[config.mk]
export PLATFORM = sky130hd
export DESIGN_NAME = video_timing_gen
export DESIGN_NICKNAME = d
export VERILOG_FILES = /design/src/rtl/video_timing_pkg.sv /design/src/rtl/video_timing_gen_axis_timing_decode.sv /design/src/rtl/video_timing_gen.sv
export SDC_FILE = /design/constraint.sdc
export NUM_CORES = 1
export LEC_CHECK = 0
export CAP_MARGIN = 10
export CORE_MARGIN = 2
export CORE_UTILIZATION = 57
export DETAILED_ROUTE_END_ITERATION = 6
export GPL_TIMING_DRIVEN = 0
export PLACE_DENSITY_LB_ADDON = 0.2
export SYNTH_ARGS = -nofsm -noshare
export SYNTH_HDL_FRONTEND = slang
export SYNTH_SLANG_ARGS = --single-unit
[constraint.sdc]
create_clock -name clk -period 4.1 [get_ports clk]
set_input_delay 0.82 -clock clk [delete_from_list [all_inputs] [get_ports clk]]
set_output_delay 0.82 -clock clk [all_outputs]
set_load 0.005 [all_outputs]
[src/rtl/video_timing_pkg.sv]
// ---------------------------------------------------------------------------
// video_timing_pkg
// Shared definitions for the raster timing controller:
//   - vtg_state_e : controller state (IDLE / RUN / DRAIN)
//   - DEF_*       : default 640x480@60 timing constants
//   - axis_total  : total length of one axis (active + porches + sync)
// ---------------------------------------------------------------------------
package video_timing_pkg;

    typedef enum logic [1:0] {
        ST_IDLE  = 2'd0,
        ST_RUN   = 2'd1,
        ST_DRAIN = 2'd2
    } vtg_state_e;

    localparam int unsigned DEF_H_ACTIVE = 32'd640;
    localparam int unsigned DEF_H_FP     = 32'd16;
    localparam int unsigned DEF_H_SYNC   = 32'd96;
    localparam int unsigned DEF_H_BP     = 32'd48;
    localparam int unsigned DEF_V_ACTIVE = 32'd480;
    localparam int unsigned DEF_V_FP     = 32'd10;
    localparam int unsigned DEF_V_SYNC   = 32'd2;
    localparam int unsigned DEF_V_BP     = 32'd33;

    // Total pixels (or lines) of one axis.
    function automatic int unsigned axis_total(
        input int unsigned active,
        input int unsigned fp,
        input int unsigned sync,
        input int unsigned bp
    );
        return active + fp + sync + bp;
    endfunction

endpackage

[src/rtl/video_timing_gen_axis_timing_decode.sv]
// ---------------------------------------------------------------------------
// axis_timing_decode
// One raster axis: position counter plus region decode. The region flags
// are decoded from the *next* count so the parent can register them in the
// same edge as the counter and keep every output aligned to one pixel.
// Ports:
//   clk, rstn     pixel clock, async active-low reset
//   i_clear       force the counter to 0 (takes priority over advance)
//   i_advance     step the counter, wrapping TOTAL-1 -> 0
//   o_cnt         current (registered) position
//   o_last        current position is TOTAL-1
//   o_nxt_active  next position lies in the active region
//   o_nxt_sync    next position lies in the sync region
//   o_nxt_zero    next position is 0
//   o_nxt_last    next position is TOTAL-1
// ---------------------------------------------------------------------------
module axis_timing_decode
    import video_timing_pkg::*;
#(
    parameter int unsigned ACTIVE = DEF_H_ACTIVE,
    parameter int unsigned FP     = DEF_H_FP,
    parameter int unsigned SYNC   = DEF_H_SYNC,
    parameter int unsigned BP     = DEF_H_BP,
    parameter int unsigned LEN    = $clog2(axis_total(ACTIVE, FP, SYNC, BP))
) (
    input  logic           clk,
    input  logic           rstn,
    input  logic           i_clear,
    input  logic           i_advance,
    output logic [LEN-1:0] o_cnt,
    output logic           o_last,
    output logic           o_nxt_active,
    output logic           o_nxt_sync,
    output logic           o_nxt_zero,
    output logic           o_nxt_last
);

    localparam int unsigned TOTAL = axis_total(ACTIVE, FP, SYNC, BP);

    localparam logic [LEN-1:0] C_ZERO      = LEN'(32'd0);
    localparam logic [LEN-1:0] C_ONE       = LEN'(32'd1);
    localparam logic [LEN-1:0] C_LAST      = LEN'(TOTAL - 32'd1);
    localparam logic [LEN-1:0] C_ACTIVE    = LEN'(ACTIVE);
    localparam logic [LEN-1:0] C_SYNC_BEG  = LEN'(ACTIVE + FP);
    localparam logic [LEN-1:0] C_SYNC_END  = LEN'(ACTIVE + FP + SYNC - 32'd1);

    logic [LEN-1:0] r_cnt;
    logic [LEN-1:0] w_next;

    // Next position: clear wins, otherwise step with wrap at the last position.
    always_comb begin
        w_next = r_cnt;
        if (i_clear) begin
            w_next = C_ZERO;
        end else if (i_advance) begin
            if (r_cnt == C_LAST) begin
                w_next = C_ZERO;
            end else begin
                w_next = r_cnt + C_ONE;
            end
        end else begin
            w_next = r_cnt;
        end
    end

    // Position register.
    always_ff @(posedge clk or negedge rstn) begin
        if (!rstn) begin
            r_cnt <= C_ZERO;
        end else begin
            r_cnt <= w_next;
        end
    end

    assign o_cnt        = r_cnt;
    assign o_last       = (r_cnt == C_LAST);
    assign o_nxt_active = (w_next < C_ACTIVE);
    assign o_nxt_sync   = (w_next >= C_SYNC_BEG) && (w_next <= C_SYNC_END);
    assign o_nxt_zero   = (w_next == C_ZERO);
    assign o_nxt_last   = (w_next == C_LAST);

endmodule

[src/rtl/video_timing_gen.sv]
// ---------------------------------------------------------------------------
// video_timing_gen
// Raster timing controller: sequences x/y through active, front porch, sync
// and back porch, with clean frame-boundary start/stop controlled by
// i_enable. All outputs are registered and describe the same pixel.
// Ports:
//   clk            pixel clock
//   rstn           asynchronous active-low reset
//   i_enable       run request, sampled every cycle
//   o_hsync        horizontal sync (HSYNC_POL when asserted)
//   o_vsync        vertical sync (VSYNC_POL when asserted)
//   o_de           data enable, active pixels only
//   o_x, o_y       current pixel coordinates
//   o_frame_start  pulse at (0,0)
//   o_frame_end    pulse at (H_TOTAL-1, V_TOTAL-1)
//   o_line_start   pulse at x = 0 while running
//   o_running      high in RUN or DRAIN
// ---------------------------------------------------------------------------
module video_timing_gen
    import video_timing_pkg::*;
#(
    parameter int unsigned H_ACTIVE  = DEF_H_ACTIVE,
    parameter int unsigned H_FP      = DEF_H_FP,
    parameter int unsigned H_SYNC    = DEF_H_SYNC,
    parameter int unsigned H_BP      = DEF_H_BP,
    parameter int unsigned V_ACTIVE  = DEF_V_ACTIVE,
    parameter int unsigned V_FP      = DEF_V_FP,
    parameter int unsigned V_SYNC    = DEF_V_SYNC,
    parameter int unsigned V_BP      = DEF_V_BP,
    parameter bit          HSYNC_POL = 1'b0,
    parameter bit          VSYNC_POL = 1'b0,
    parameter int unsigned HLEN      = $clog2(axis_total(H_ACTIVE, H_FP, H_SYNC, H_BP)),
    parameter int unsigned VLEN      = $clog2(axis_total(V_ACTIVE, V_FP, V_SYNC, V_BP))
) (
    input  logic            clk,
    input  logic            rstn,
    input  logic            i_enable,
    output logic            o_hsync,
    output logic            o_vsync,
    output logic            o_de,
    output logic [HLEN-1:0] o_x,
    output logic [VLEN-1:0] o_y,
    output logic            o_frame_start,
    output logic            o_frame_end,
    output logic            o_line_start,
    output logic            o_running
);

    generate
        if ((H_ACTIVE < 32'd1) || (H_FP < 32'd1) || (H_SYNC < 32'd1) || (H_BP < 32'd1) ||
            (V_ACTIVE < 32'd1) || (V_FP < 32'd1) || (V_SYNC < 32'd1) || (V_BP < 32'd1)) begin : g_bad_cfg
            $error("video_timing_gen: every active/porch/sync parameter must be >= 1");
        end
    endgenerate

    vtg_state_e r_state;
    vtg_state_e w_state_nxt;
    logic       w_run_nxt;
    logic       w_adv;
    logic       w_clr;

    logic r_hsync, r_vsync, r_de, r_frame_start, r_frame_end, r_line_start, r_running;

    logic w_h_last, w_h_nxt_active, w_h_nxt_sync, w_h_nxt_zero, w_h_nxt_last;
    logic w_v_last, w_v_nxt_active, w_v_nxt_sync, w_v_nxt_zero, w_v_nxt_last;
    logic w_frame_last;

    assign w_frame_last = w_h_last && w_v_last;

    // Controller next state; the raster only stops after its last pixel.
    always_comb begin
        w_state_nxt = ST_IDLE;
        w_run_nxt   = 1'b0;
        case (r_state)
            ST_IDLE: begin
                if (i_enable) begin
                    w_state_nxt = ST_RUN;
                    w_run_nxt   = 1'b1;
                end else begin
                    w_state_nxt = ST_IDLE;
                    w_run_nxt   = 1'b0;
                end
            end
            ST_RUN, ST_DRAIN: begin
                if (w_frame_last && !i_enable) begin
                    w_state_nxt = ST_IDLE;
                    w_run_nxt   = 1'b0;
                end else begin
                    w_state_nxt = i_enable ? ST_RUN : ST_DRAIN;
                    w_run_nxt   = 1'b1;
                end
            end
            default: begin
                w_state_nxt = ST_IDLE;
                w_run_nxt   = 1'b0;
            end
        endcase
        // Leaving IDLE shows pixel (0,0) first, so counters only step when
        // already running; every non-stepping cycle parks them at 0.
        w_adv = w_run_nxt && (r_state != ST_IDLE);
        w_clr = !w_adv;
    end

    axis_timing_decode #(
        .ACTIVE (H_ACTIVE),
        .FP     (H_FP),
        .SYNC   (H_SYNC),
        .BP     (H_BP),
        .LEN    (HLEN)
    ) u_h_axis (
        .clk          (clk),
        .rstn         (rstn),
        .i_clear      (w_clr),
        .i_advance    (w_adv),
        .o_cnt        (o_x),
        .o_last       (w_h_last),
        .o_nxt_active (w_h_nxt_active),
        .o_nxt_sync   (w_h_nxt_sync),
        .o_nxt_zero   (w_h_nxt_zero),
        .o_nxt_last   (w_h_nxt_last)
    );

    axis_timing_decode #(
        .ACTIVE (V_ACTIVE),
        .FP     (V_FP),
        .SYNC   (V_SYNC),
        .BP     (V_BP),
        .LEN    (VLEN)
    ) u_v_axis (
        .clk          (clk),
        .rstn         (rstn),
        .i_clear      (w_clr),
        .i_advance    (w_adv && w_h_last),
        .o_cnt        (o_y),
        .o_last       (w_v_last),
        .o_nxt_active (w_v_nxt_active),
        .o_nxt_sync   (w_v_nxt_sync),
        .o_nxt_zero   (w_v_nxt_zero),
        .o_nxt_last   (w_v_nxt_last)
    );

    // State register and registered outputs, decoded from next-pixel values.
    always_ff @(posedge clk or negedge rstn) begin
        if (!rstn) begin
            r_state       <= ST_IDLE;
            r_hsync       <= ~HSYNC_POL;
            r_vsync       <= ~VSYNC_POL;
            r_de          <= 1'b0;
            r_frame_start <= 1'b0;
            r_frame_end   <= 1'b0;
            r_line_start  <= 1'b0;
            r_running     <= 1'b0;
        end else begin
            r_state       <= w_state_nxt;
            r_hsync       <= (w_run_nxt && w_h_nxt_sync) ? HSYNC_POL : ~HSYNC_POL;
            r_vsync       <= (w_run_nxt && w_v_nxt_sync) ? VSYNC_POL : ~VSYNC_POL;
            r_de          <= w_run_nxt && w_h_nxt_active && w_v_nxt_active;
            r_frame_start <= w_run_nxt && w_h_nxt_zero && w_v_nxt_zero;
            r_frame_end   <= w_run_nxt && w_h_nxt_last && w_v_nxt_last;
            r_line_start  <= w_run_nxt && w_h_nxt_zero;
            r_running     <= w_run_nxt;
        end
    end

    assign o_hsync       = r_hsync;
    assign o_vsync       = r_vsync;
    assign o_de          = r_de;
    assign o_frame_start = r_frame_start;
    assign o_frame_end   = r_frame_end;
    assign o_line_start  = r_line_start;
    assign o_running     = r_running;

endmodule
**Word-level counts from Yosys, hierarchy flattened**

Cells that the tools add are included.

- Add/sub/neg operators: 2
- Multiply operators: 0
- Divide/modulo/power cells: 0
- Magnitude comparators: 6
- Equal/unequal tests: 6
- Shifts and indexed selects: 0
- Muxes and demuxes: 14
- Bitwise logic cells: 0
- Reductions and logical operators: 20

Operators with widths:

| operator | number |
|---|---|
| $mux W10 | 5 |
| $eq A10 B10 Y1 const B | 4 |
| $add A10 B1 Y10 const B | 2 |
| $logic_not A10 Y1 | 2 |
| $logic_and A1 B1 Y1 | 14 |
| $ge A10 B10 Y1 const B | 1 |
| $ge A10 B9 Y1 const B | 1 |
| $le A10 B10 Y1 const B | 1 |
| $le A10 B9 Y1 const B | 1 |
| $lt A10 B10 Y1 const B | 1 |
| $lt A10 B9 Y1 const B | 1 |
| $mux W1 | 5 |
| $mux W2 | 2 |
| $pmux W2 S2 | 1 |
| $eq A2 B1 Y1 const B | 1 |
| $eq A2 B2 Y1 const B | 1 |
| $logic_not A2 Y1 | 1 |
| $pmux W1 S2 | 1 |
| $reduce_bool A2 Y1 | 1 |
| $reduce_or A2 Y1 | 1 |
| $logic_not A1 Y1 | 1 |

- Bits in registers: 29
- Bits in latches: 0
- Bits in writable memories: 0
- Memory bits (read-only): 0
- Output and inout bits: 27
- Memories: 0

**Longest topological paths before layout**

Gate-level depths: netlist of the first run.

- Word-level depth: 13
- Mapped depth: 10
- Gate-level depth less buffers: 9

**Modules after synthesis**

Synthesis of the first run repeated with hierarchy kept, for this count alone.

- Cell total of the unflattened synthesis: 216
- Area, all modules: 2058.2 sq um

Modules (own cells, without submodules):

| module | instances | cells an instance | area each (sq um) |
|---|---|---|---|
| axis_timing_decode (u_h_axis) | 1 | 94 | 880.8 |
| axis_timing_decode (u_v_axis) | 1 | 85 | 769.5 |
| video_timing_gen | 1 | 37 | 407.9 |

**Worst setup path after synthesis of the first run**

Ideal clock, no wire load.

- Path type: register to register
- From: register r_state[0]
- To: register r_frame_start, in the netlist o_frame_start
- Library setup time: 121 ps
- Data arrival time: 2513 ps
- Data required time: 3979 ps
- Setup slack: 1467 ps
- Stages on the path, launching flop included: 10
- Period minus slack after synthesis: 2633 ps
- Path through: dfrtp_1 > inv_1 > ha_1 > or3b_1 > buf_6 > nor4_4 > or4b_1 > a21oi_2 > nor3_1 > and4b_1

- Longest elaborated chain between the ends: 9
- Elaborated cells between the ends (all ways): 15
- Classes of those cells: eq/ne: 2; mux: 4; reduce/logical: 9

Ends and longest elaborated chain:

| what | RTL line | text |
|---|---|---|
| start: declaration | video_timing_gen.sv:56 | `vtg_state_e r_state;` |
| start signal: assignment | video_timing_gen.sv:154 | `r_state <= w_state_nxt;` |
| $eq A2 B1 Y1 / $eq A2 B2 Y1 (equally long branches) | video_timing_gen.sv:74 | `case (r_state)` |
| $reduce_or A2 Y1 | video_timing_gen.sv:74 |  |
| $pmux W1 S2 | video_timing_gen.sv:74 |  |
| $logic_and A1 B1 Y1 * | video_timing_gen.sv:100 | `w_adv = w_run_nxt && (r_state != ST_IDLE);` |
| $logic_and A1 B1 Y1 | video_timing_gen.sv:133 | `.i_advance (w_adv && w_h_last),` |
| $mux W10 | video_timing_gen_axis_timing_decode.sv:55 | `end else if (i_advance) begin` |
| $mux W10 * | video_timing_gen_axis_timing_decode.sv:53 | `if (i_clear) begin` |
| via u_v_axis.w_next[9] | video_timing_gen_axis_timing_decode.sv:48 | `logic [LEN-1:0] w_next;` |
| $logic_not A10 Y1 * | video_timing_gen_axis_timing_decode.sv:79 | `assign o_nxt_zero = (w_next == C_ZERO);` |
| $logic_and A1 B1 Y1 * | video_timing_gen.sv:158 | `r_frame_start <= w_run_nxt && w_h_nxt_zero && w_v_nxt_zero;` |
| end signal: assignment | video_timing_gen.sv:158 |  |
| end: declaration | video_timing_gen.sv:62 | `logic r_hsync, r_vsync, r_de, r_frame_start, r_frame_end, r_line_start, r_running;` |

The timed path passes the listed nets; every way through them passes the cells marked *.

**Final worst setup path of the first run**

Ends and elaborated chain as after synthesis.

==> out/summary.md, run 1 <==
The run finished with clean final reports. After filler insertion, the fill cell instance count of the layout stands at 235. At the end of routability-driven placement, the weighted congestion stood at 1.02. At the end of the flow, the number of nets in the layout was 241. The number of buffers inserted by hold repair at cts was 0; the post-place setup slack was 1.00 ns. The floorplan step set the die width to 60.8 um. The cell taking the most area after synthesis was sky130_fd_sc_hd__dfrtp_1. The clock drives 29 sinks.

STA classifies the critical path endpoint as a flop. For the final database, setup skew stands at 0.00799 ns. The clock insertion delay at the later pin of the skew report was 0.34 ns; the maximum net fanout on the critical path was 10. The achievable clock frequency came out at 0.332 GHz. The area growth from synthesis to layout is 21.5%. From bottom edge to top edge, the die measures 60.8 um. The tools report the number of buffers added by the clock tree synthesis step as 5. The synthesized flop and latch total is 29, and the fraction of synthesized cell area taken by the top area cell type is 0.367. The total count of hold-check failures in the final report was 0; the post-detailed-route via-to-cell ratio was 6.12. After routing, the total negative slack on setup checks comes to 0 ns.

For the number of global-route vias before repair, the log shows 1621. Global routing finished with a remaining overflow of 0. STA classifies the critical path startpoint as a flop.

Slowest cell on the critical path: sky130_fd_sc_hd__nor4_4. The cell count after synthesis came out at 197. The worst-case setup margin in the final layout came out at 1.08 ns. The worst IR drop on VDD is 0.358 mV. Cell with the most instances after synthesis: sky130_fd_sc_hd__dfrtp_1. For the worst setup path, the data required time is 4.34 ns. The placement-stage cell area came out at 2180 um^2. The cell family contributing the most delay on the critical path is simple AND/OR/NAND/NOR gates.

Counting every net in the synthesized netlist gives 205. The clock passes through at most 2 buffers. The first global-routing pass estimated 7410 um of wire. The worst path buffer plus inverter count is 2. TritonCTS built the clock tree.

In the final layout, the multi-input gates occupy 1040 um^2. The routed design has 4530 um of wire. The tools report the max-cap violation count as 0.

Largest net degree at the start of global routing: 30. The effective utilization at floorplan was 0.602. The netlist area before placement is 1840 um^2, and the share of synthesized area occupied by flip-flops and latches is 0.396. The number of distinct library cells after synthesis came out at 54. After clock tree synthesis, the clock-pin slew on the worst setup and hold paths is 0.10 ns. The analysis attributes to cell leakage a power of 0.908 nW. Counting instances in the post-synthesis netlist gives the leading cell types as sky130_fd_sc_hd__dfrtp_1, sky130_fd_sc_hd__nand2_1, sky130_fd_sc_hd__nor2_1.

Setup repair after global routing left no endpoint under its margin. Setup violations remaining at the end of the flow were counted as 0. The run gives 20 as the number of standard-cell rows in the floorplan. For the final cell area excluding filler cells, the log shows 2230 um^2.

The floorplan step defined a core boundary enclosing 3050 um^2. The most used flip-flop cell after synthesis is sky130_fd_sc_hd__dfrtp_1. The min-delay analysis places its worst path in the category primary input to asynchronous set/reset pin. The number of pins exceeding their max-slew limit in the final report was 0. The tools report the total half-perimeter wirelength after legalization and detailed placement as 3330 um.

After detailed routing, the number of remaining DRC violations is 0. The maximum single-stage delay on the critical path was 0.58 ns. The tree is rooted in a sky130_fd_sc_hd__clkbuf_4. In the final routed layout, each cell accounts on average for 16.3 um. The detailed router finished its first iteration with 91 violations. The number of enable flip-flop cells after synthesis was 0.

The share of flip-flops with an asynchronous set or reset after synthesis came out at 1.00. Traced cell by cell, the critical path runs through inv_1, ha_1, or3b_1, buf_6, nor4_4, nand2_1, or3_1, nand3_1, nor2b_1, and4b_1. The share of post-route cells with drive strength above 1 is 0.128, and the worst slew margin relative to its limit is 0.562.

The H-tree was split into 2 levels. For the pin with the worst max-slew slack, the measured transition is 0.652 ns. Final cycle utilization of the critical path: 0.736. The logs give 0.277 for the overall global routing resource usage and 3.26 ns for the data arrival time of the worst path.

The worst setup path is of the flop to flop kind. The run gives 3700 um^2 as the overall die area. During I/O placement, the number of pins put on the boundary was 30. The count of nets left with antenna violations once routing finished came out at 0. The tools report the count of warnings emitted by yosys as 0.

The design draws 0.000817 W. Number of antenna violations at the first check in global routing: 0. The final period demand of the worst path was 3.02 ns; the buffers inserted during post-CTS setup optimization was 0. Buffers placed on the I/O ports in this run total 29. The number of gates resized after CTS was 0. In the final layout, flip-flops and latches occupy 728 um^2. The power density normalized to cell area is 366 nW/um^2. The number of antenna diodes was 0.

The first-pass detailed-route iteration total is 4. The average instance area after synthesis is 9.34 um^2. By area the synthesized netlist is led by sky130_fd_sc_hd__dfrtp_1, sky130_fd_sc_hd__nand3_1, sky130_fd_sc_hd__xor2_1. The final route contains 1700 vias.
## final timing paths
kind	depth (start not counted)	to	slack, ns	from
max reg2reg	10	o_frame_start	1.08	r_state[0]
min	1	u_v_axis.o_cnt[1]	0.50	rstn
min reg2reg	1	u_h_axis.o_cnt[0]	0.54	u_h_axis.o_cnt[0]
max	10	o_frame_start	1.08	r_state[0]
max in group asynchronous	1	o_running	3.18	rstn
min in group clk	1	u_h_axis.o_cnt[0]	0.54	u_h_axis.o_cnt[0]
## where the power goes
part	leakage, nW	internal [W]	switching (W)
Clock	0.0310	0.0000645	0.000108
Sequential	0.385	0.000323	0.0000152
Combinational	0.491	0.000128	0.000178
## registers in the layout (all words and copies together) (netlist names)
name and cells:
o_frame_start 1, o_de 1, u_v_axis.o_cnt 10, r_state 2, o_running 1, o_hsync 1, o_frame_end 1, o_vsync 1
o_line_start 1, u_h_axis.o_cnt 10
## routing by layer
layer | up-vias | GRT usage | routed length, um
li1 | 800 | - | -
met1 | 826 | 0.341 | 1950
met2 | 62 | 0.462 | 2260
met3 | 12 | 0.0640 | 208
met4 | 0 | 0.127 | 110
met5 | - | 0 | 0
## cell families (layout without fill, tap and decap cells)
family,Yosys count,count (layout),synth area share
simple gates,105,105,0.354
compound gates,33,33,0.129
flops,29,29,0.396
buf+inv,15,52,0.0388
xor+xnor,10,10,0.0476
fa+ha+maj,5,5,0.0340
## cell usage in the layout, fill, tap and decap left out, types with 3 or more instances in the layout
cell	n
sky130_fd_sc_hd__ha_1	5
sky130_fd_sc_hd__nor2_1	17
sky130_fd_sc_hd__nor3_1	7
sky130_fd_sc_hd__and4_1	3
sky130_fd_sc_hd__or3_1	3
sky130_fd_sc_hd__dfrtp_1	27
sky130_fd_sc_hd__nand2_1	17
sky130_fd_sc_hd__or4_1	3
sky130_fd_sc_hd__clkbuf_1	4
sky130_fd_sc_hd__and4b_1	3
sky130_fd_sc_hd__buf_2	4
sky130_fd_sc_hd__clkdlybuf4s50_1	28
sky130_fd_sc_hd__o31ai_1	4
sky130_fd_sc_hd__clkbuf_4	5
sky130_fd_sc_hd__and3_1	4
sky130_fd_sc_hd__xor2_1	8
sky130_fd_sc_hd__a21oi_1	5
sky130_fd_sc_hd__and2_1	3
sky130_fd_sc_hd__nand3_1	16
sky130_fd_sc_hd__a31oi_1	4
sky130_fd_sc_hd__inv_1	6
sky130_fd_sc_hd__nor2b_1	4
sky130_fd_sc_hd__nor3_2	4
sky130_fd_sc_hd__o21ai_0	6
## cell type report
cell class | instances | share of cell area
sequential | 29 | 0.326
timing repair buffer | 29 | 0.128
buffer | 9 | 0.0218
clock buffer | 5 | 0.0168
inverter | 6 | 0.0101
tap | 44 | 0.0246
clock inverter | 3 | 0.00784
multi-input combinational | 153 | 0.465
## metrics by stage
step / hold WS (ns) / util / instances
floorplan: 0.502 / - / 197
global placement: 0.513 / 0.716 / 270
detailed placement: 0.520 / 0.716 / 270
CTS: 0.538 / 0.734 / 278
global route: 0.529 / 0.732 / 278
finish: 0.498 / 0.732 / 278
(Power assumes the default switching activity.)
==> inputs of run 2 (changes only) <==
--- a/config.mk
+++ b/config.mk
@@ -7,7 +7,7 @@
 export LEC_CHECK = 0
 export CAP_MARGIN = 10
 export CORE_MARGIN = 2
-export CORE_UTILIZATION = 57
+export CORE_UTILIZATION = 48
 export DETAILED_ROUTE_END_ITERATION = 6
 export GPL_TIMING_DRIVEN = 0
 export PLACE_DENSITY_LB_ADDON = 0.2
==> constraint.sdc (replaced) <==
create_clock -name clk -period 2.54 [get_ports clk]
set_input_delay 0.508 -clock clk [delete_from_list [all_inputs] [get_ports clk]]
set_output_delay 0.508 -clock clk [all_outputs]
set_load 0.005 [all_outputs]
==> run 2 against run 1 <==
Net effect: worst hold slack improved by 0.089 ns; sequential share of layout area shrank 5.2 points; largest cell class unchanged; clock skew fell by 0.00070 ns; sequential power up 63%; the flow now finishes with violations (setup timing); total power increased by 110%; combinational power grew 150%; worst setup slack got worse by 1.2 ns; clock power up 140%; sequential cell count did not move; die area up 17%; first-iteration DRC count up 100%; routed wire length rose by 12%.
==> out/summary.md, run 2 (synthesis results as in run 1) <==
The final reports fail on setup timing. The run gives 0 as the residual antenna-violating net count after detailed routing. STA classifies the critical path startpoint as a flop. On the final layout, the worst clock skew is 0.00729 ns. The count of buffers added on input and output ports is 29.

The tools report the placement-stage cell area as 2220 um^2. The slew at the pin closest to its max-slew limit was 0.624 ns. The HPWL after detailed placement is 3360 um. The critical register-to-register path startpoint is r_state[1]. Entering global routing, the biggest net connects 19 pins. The worst-case clock buffer depth is 2.

The switching share of power works out to 0.331. The share of post-route cells with drive strength above 1 came out at 0.293. After routing the design area is 2660 um^2. The final cycle utilization of the critical path came out at 1.05. The path class of the tightest hold or removal check is flop to flop. Setup repair after global routing could not meet its margin everywhere. The logs give 0.319 for the sequential cell fraction of total power and 1709 for the number of global-route vias before repair.

After clock tree synthesis, the clock-pin slew on the worst setup and hold paths is 0.06 ns. In this run, placement finished with an instance count of 275. The area inside the core boundary was 3660 um^2. Across the VDD grid, the largest voltage drop is 0.484 mV. The first-iteration detailed-routing DRC count is 183, and the remaining routing DRC violations is 0. The run gives 304 as the count of placed standard cells in the final layout, fillers left out. The layout overhead on the synthesized area was 44.8%.

The flow ran to the end, but the final reports show violations. For the worst-case setup margin in the final layout, the log shows -0.130 ns. In this run the most critical hold path is launched from u_v_axis.o_cnt[0]. The logs give 0.502 for the effective utilization at floorplan and 1804 for the overall via count from detail_route.

The tools report the number of pins exceeding their max-slew limit in the final report as 0. The overall global routing resource usage came out at 0.257. The max-cap violation count came out at 0.

The run gives 0 as the number of antenna violations at the first check in global routing. The power density normalized to cell area came out at 651 nW/um^2. The final period demand of the worst path is 2.67 ns, and the post-detailed-route via-to-cell ratio is 5.93. The worst hold slack across all endpoints came out at 0.587 ns. The die boundary height was 65.9 um; the internal cell power was 0.00116 W. Power share of the combinational group: 0.439.

The first-pass GRT wire length was 8330 um. The CTS root buffer is sky130_fd_sc_hd__clkbuf_8. The tools report the achievable clock frequency as 0.375 GHz.

The first TritonRoute pass finished after 5 iterations. For the number of buffers added by the clock tree synthesis step, the log shows 5. After detailed routing, the average wire length per cell comes to 16.7 um. The number of buffers inserted by hold repair at cts is 0. The die boundary width was 65.9 um. The net switching power figure came out at 0.000574 W. The placer's final routability congestion estimate came out at 0.917. Leaving out fill and tap cells, the most frequent cells in the layout are sky130_fd_sc_hd__clkdlybuf4s50_1, sky130_fd_sc_hd__dfrtp_1, sky130_fd_sc_hd__buf_4.

At the worst endpoint, the arrival time is 2.88 ns. For this design the static power due to leakage is 1.11 nW. For this run, the post-layout net count is 263.

The required time of the critical path is 2.76 ns, and the worst slew margin relative to its limit is 0.581. The sum of internal, switching and leakage power was 0.00173 W. The clock insertion delay at the later pin of the skew report is 0.28 ns. The final layout contains routed wiring with a total length of 5070 um.

The I/O pin total was 30; the number of H-tree levels was 2. The worst setup path category was flop to flop. The library cell used most frequently in the layout, excluding fill and tap cells, is sky130_fd_sc_hd__clkdlybuf4s50_1.

The most critical setup path has its startpoint at r_state[1]. The fraction of the core area covered by cells at the end of the flow came out at 0.728. TritonCTS built the clock tree.

The maximum net fanout on the critical path is 5, and the total count of hold-check failures in the final report is 0. Setup violations remaining at the end of the flow were counted as 3. The number of clock sinks came out at 29. The part of the power in the clock network came out at 0.242. The overall die area was 4340 um^2; the number of antenna diodes was 0. For the number of standard-cell rows in the floorplan, the log shows 22. The tools report the final global-route overflow total as 0.

STA classifies the critical path endpoint as a flop.
run 2: cell types whose count changed in the layout (fill, tap and decap cells not counted), moves of 2 or more:
cell and change:
sky130_fd_sc_hd__nor2b_2 +2, sky130_fd_sc_hd__buf_4 +20, sky130_fd_sc_hd__ha_1 -3, sky130_fd_sc_hd__nor2b_1 -2, sky130_fd_sc_hd__inv_1 -2, sky130_fd_sc_hd__clkbuf_4 -5, sky130_fd_sc_hd__nor3_4 +3, sky130_fd_sc_hd__ha_4 +2
sky130_fd_sc_hd__nor3_1 -2, sky130_fd_sc_hd__inv_2 +2, sky130_fd_sc_hd__clkbuf_8 +7
run 2: path summary, 6_finish.rpt:
path | endpoint | slack [ns] | cells after the start
setup / recovery | o_frame_start | -0.13 | 11
hold / removal | u_v_axis.o_cnt[0] | 0.59 | 1
setup reg to reg | o_frame_start | -0.13 | 11
hold reg to reg | u_v_axis.o_cnt[0] | 0.59 | 1
max in group asynchronous | o_vsync | 1.35 | 2
min in group asynchronous | u_h_axis.o_cnt[5] | 0.61 | 1
run 2: power groups by stage:
stage               clock, W  sequential [W]  combinational [W]
detailed placement         0        0.000555           0.000499
floorplan                  0        0.000558           0.000307
global placement           0        0.000554           0.000488
global route        0.000442        0.000559           0.000838
CTS                 0.000428        0.000546           0.000654
finish              0.000420        0.000552           0.000761
run 2: cell type report:
cell class	count	area [um^2]
Buffer	8	45.0
Clock buffer	7	96.3
Clock inverter	1	5.00
Sequential cell	29	729
Timing Repair Buffer	52	499
Fill cell	268	997
Inverter	6	22.5
Tap cell	48	60.1
Multi-Input combinational cell	153	1210
run 2: worst max-delay path, cell delays in order, from the launching register on:
cell                      delay [ns]
sky130_fd_sc_hd__dfrtp_1        0.37
sky130_fd_sc_hd__inv_2          0.05
sky130_fd_sc_hd__ha_4           0.25
sky130_fd_sc_hd__or3b_1         0.35
sky130_fd_sc_hd__buf_6          0.14
sky130_fd_sc_hd__nor4_4         0.13
sky130_fd_sc_hd__buf_6          0.15
sky130_fd_sc_hd__o211a_4        0.17
sky130_fd_sc_hd__nor3_4         0.05
sky130_fd_sc_hd__or4_4          0.53
sky130_fd_sc_hd__nor3_4         0.19
sky130_fd_sc_hd__and4b_1        0.20
run 2: layer usage:
layer  GRT usage  vias to the layer above  wire length (um)
met4       0.109                        0               152
met1       0.327                      867              2130
li1            -                      849                 -
met5           0                        -                 0
met2       0.420                       71              2490
met3      0.0545                       17               293
run 2: through the flow:
stage	TNS, ns	setup WS, ns
after floorplan	0	0.0386
after global placement	-1.03	-0.331
after detailed placement	-0.939	-0.301
after CTS	-0.223	-0.0840
after global routing	-0.870	-0.263
final	-0.333	-0.130
run 2: timing repair:
action                     in CTS  in global routing
setup endpoints to repair       5                  6
resized for setup              15                 19
setup buffers                  13                  9
pin swaps                       5                  9
==> inputs of run 3 (changes only) <==
--- a/config.mk
+++ b/config.mk
@@ -11,6 +11,7 @@
 export DETAILED_ROUTE_END_ITERATION = 6
 export GPL_TIMING_DRIVEN = 0
 export PLACE_DENSITY_LB_ADDON = 0.2
+export SLEW_MARGIN = 20
 export SYNTH_ARGS = -nofsm -noshare
 export SYNTH_HDL_FRONTEND = slang
 export SYNTH_SLANG_ARGS = --single-unit
==> run 3 against run 2 <==
Net effect: the flow still finishes with violations (setup timing); total power is 0.67% higher; via count decreased by 1.6%; clock power down 1%; maximum frequency is 1.9% higher; worst hold slack got worse by 0.33 ns; first-iteration DRC count increased by 3.8%; combinational power is 2% higher; largest cell class unchanged.
==> out/summary.md, run 3 (synthesis results as in run 1) <==
From left edge to right edge, the die measures 65.9 um. The share of post-route cells with drive strength above 1 was 0.289. The detailed-route wire length per cell came out at 17.2 um. The layout overhead on the synthesized area works out to 40.3%. The number of antenna violations at the first check in global routing was 0; the sum of internal, switching and leakage power was 0.00174 W. On the final layout, the worst clock skew is 0.00861 ns. The logs give 5 for the number of buffers added by the clock tree synthesis step and 0.318 for the sequential cell fraction of total power. Wires add up to 5100 um. The maximum net fanout on the critical path is 9. In the routed layout, each cell is associated on average with a via count of 5.98.

Entering global routing, the biggest net connects 30 pins. The maximum single-stage delay on the critical path was 0.57 ns. Clock latency on the worst-skew pair, taken at its later pin, is 0.28 ns. In this run the standard cell core region covers 3660 um^2. The critical path is of the flop to flop type. Final cycle utilization of the critical path: 1.03.

The power share of the combinational group is 0.445, and the final period demand of the worst path is 2.62 ns. Routability-driven placement finished with a final weighted congestion of 0.917. The die is 65.9 um tall.

The sequential cells in the finished layout cover a total of 732 um^2. Overall via count from detail_route: 1776. After detailed routing, the number of remaining DRC violations is 0. The final net count is 256, and the number of standard-cell rows in the floorplan is 22. The first global-routing pass estimated 8290 um of wire. The effective utilization at floorplan was 0.502; the worst path buffer plus inverter count was 1. The final reports fail on setup timing.

The number of antenna diodes in the final layout is 0. The tools report the first-iteration detailed-routing DRC count as 190. For the part of the power in the clock network, the log shows 0.238. TritonCTS built the clock tree.

For the required time of the critical path, the log shows 2.75 ns. Type of the worst min-delay path: primary input to asynchronous set/reset pin. Setup repair after global routing could not meet its margin everywhere.

The worst setup path is captured at a flop. The root buffer cell chosen for the clock tree is sky130_fd_sc_hd__clkbuf_8. Based on the critical path, the design can be clocked at up to 0.382 GHz. Summed over all cells, the static leakage comes to 1.06 nW.

The tools report the worst-case setup margin in the final layout as -0.0804 ns. The kind of cell adding the most delay to the critical path is simple AND/OR/NAND/NOR gates. The signal on the critical path passes through ha_4, and4_1, buf_4, nand3_4, o211ai_1, o41ai_2, or4_4, nor3_4, and4b_1.

Leaving out fill and tap cells, the most frequent cell in the layout is sky130_fd_sc_hd__clkdlybuf4s50_1. The analysis attributes to net switching a power of 0.000579 W. Across the run, the number of max-cap violations was 0. The worst IR drop on VDD came out at 0.417 mV.

The largest individual stage delay along the critical path comes from the cell sky130_fd_sc_hd__or4_4. The I/O pin total was 30; the internal cell power was 0.00117 W. The startpoint type of the worst setup path is a flop. Summed over all layers, the global routing overflow is 0. The detail route stage leaves a number of antenna-violating nets equal to 0. The multi-input combinational cell area is 1210 um^2.

The worst slew margin relative to its limit is 0.564, and the overall die area is 4340 um^2. The run gives 273 as the fill cell instance count of the final layout. The first-pass detailed-route iteration total was 4; the clock-pin slew on the worst setup and hold paths was 0.06 ns. The number of pins exceeding their max-slew limit in the final report is 0, and the data arrival time of the worst path is 2.83 ns. The switching share of power came out at 0.332. The tools report the number of global-route vias before repair as 1805. The run finished, with violations left.

The number of clock sinks was 29. In the layout the commonest cells are sky130_fd_sc_hd__clkdlybuf4s50_1, sky130_fd_sc_hd__dfrtp_1, sky130_fd_sc_hd__nand2_1, sky130_fd_sc_hd__buf_4, sky130_fd_sc_hd__nor2_1. The tools report the total half-perimeter wirelength after legalization and detailed placement as 3260 um.

The slew at the pin closest to its max-slew limit was 0.653 ns. For the number of H-tree levels, the log shows 2. Overall global routing resource usage: 0.251.

The clock passes through at most 2 buffers. For the final setup violation count, the log shows 4. The post-place setup slack was -0.304 ns; the total count of hold-check failures in the final report was 0. Hold repair after CTS inserted 0 buffers.

Power density normalized to cell area: 676 nW/um^2. The count of buffers added on input and output ports is 29.
run 3: area by class of cell:
class,count,share of cell area
multi-input cells,153,0.467
flip-flops and latches,29,0.284
repair buffers,46,0.165
clock buffers,7,0.0373
well taps,48,0.0233
plain buffers,7,0.0131
inverters,6,0.00873
clock inverters,1,0.00194
run 3: layer usage:
layer,routed length [um],vias up,global-route usage
li1,-,829,-
met1,2110,852,0.313
met2,2530,79,0.413
met3,321,16,0.0511
met4,137,0,0.120
met5,0,-,0
run 3: power groups by stage:
| stage | clock network, W | registers, W | logic (W) |
|---|---|---|---|
| finish | 0.000414 | 0.000555 | 0.000776 |
| global route | 0.000441 | 0.000563 | 0.000841 |
| CTS | 0.000423 | 0.000549 | 0.000703 |
| detailed placement | 0 | 0.000557 | 0.000493 |
| global placement | 0 | 0.000554 | 0.000488 |
| floorplan | 0 | 0.000558 | 0.000307 |
run 3: path summary, 6_finish.rpt:
| path | start | end | slack [ns] | depth (start not counted) |
|---|---|---|---|---|
| min in group clk | u_h_axis.o_cnt[0] | u_h_axis.o_cnt[0] | 0.52 | 1 |
| max in group asynchronous | rstn | u_h_axis.o_cnt[0] | 1.82 | 1 |
| hold reg to reg | u_h_axis.o_cnt[0] | u_h_axis.o_cnt[0] | 0.52 | 1 |
| setup / recovery | u_h_axis.o_cnt[0] | o_frame_start | -0.08 | 9 |
| setup reg to reg | u_h_axis.o_cnt[0] | o_frame_start | -0.08 | 9 |
| hold / removal | rstn | u_v_axis.o_cnt[3] | 0.26 | 1 |
run 3: worst reg2reg max path: stages, from the launching register on:
cell and delay [ns]:
sky130_fd_sc_hd__dfrtp_2 0.42, sky130_fd_sc_hd__ha_4 0.18, sky130_fd_sc_hd__and4_1 0.20, sky130_fd_sc_hd__buf_4 0.14, sky130_fd_sc_hd__nand3_4 0.17, sky130_fd_sc_hd__o211ai_1 0.30, sky130_fd_sc_hd__o41ai_2 0.17, sky130_fd_sc_hd__or4_4 0.57
sky130_fd_sc_hd__nor3_4 0.20, sky130_fd_sc_hd__and4b_1 0.20
run 3: through the flow:
step	utilization	cells	TNS (ns)	cell area, um^2	hold slack, ns
after floorplan	-	197	0	1840	0.212
after global placement	0.598	274	-1.03	2190	0.524
after detailed placement	0.597	274	-1.03	2180	0.520
after CTS	0.675	295	-0.137	2470	0.266
after global routing	0.705	297	-0.577	2580	0.299
final	0.705	297	-0.194	2580	0.260
run 3: timing repair:
action	4_1_cts	5_1_grt
pin swaps	9	3
endpoints found under the setup margin	5	7
resized for setup	16	19
setup buffers	13	4
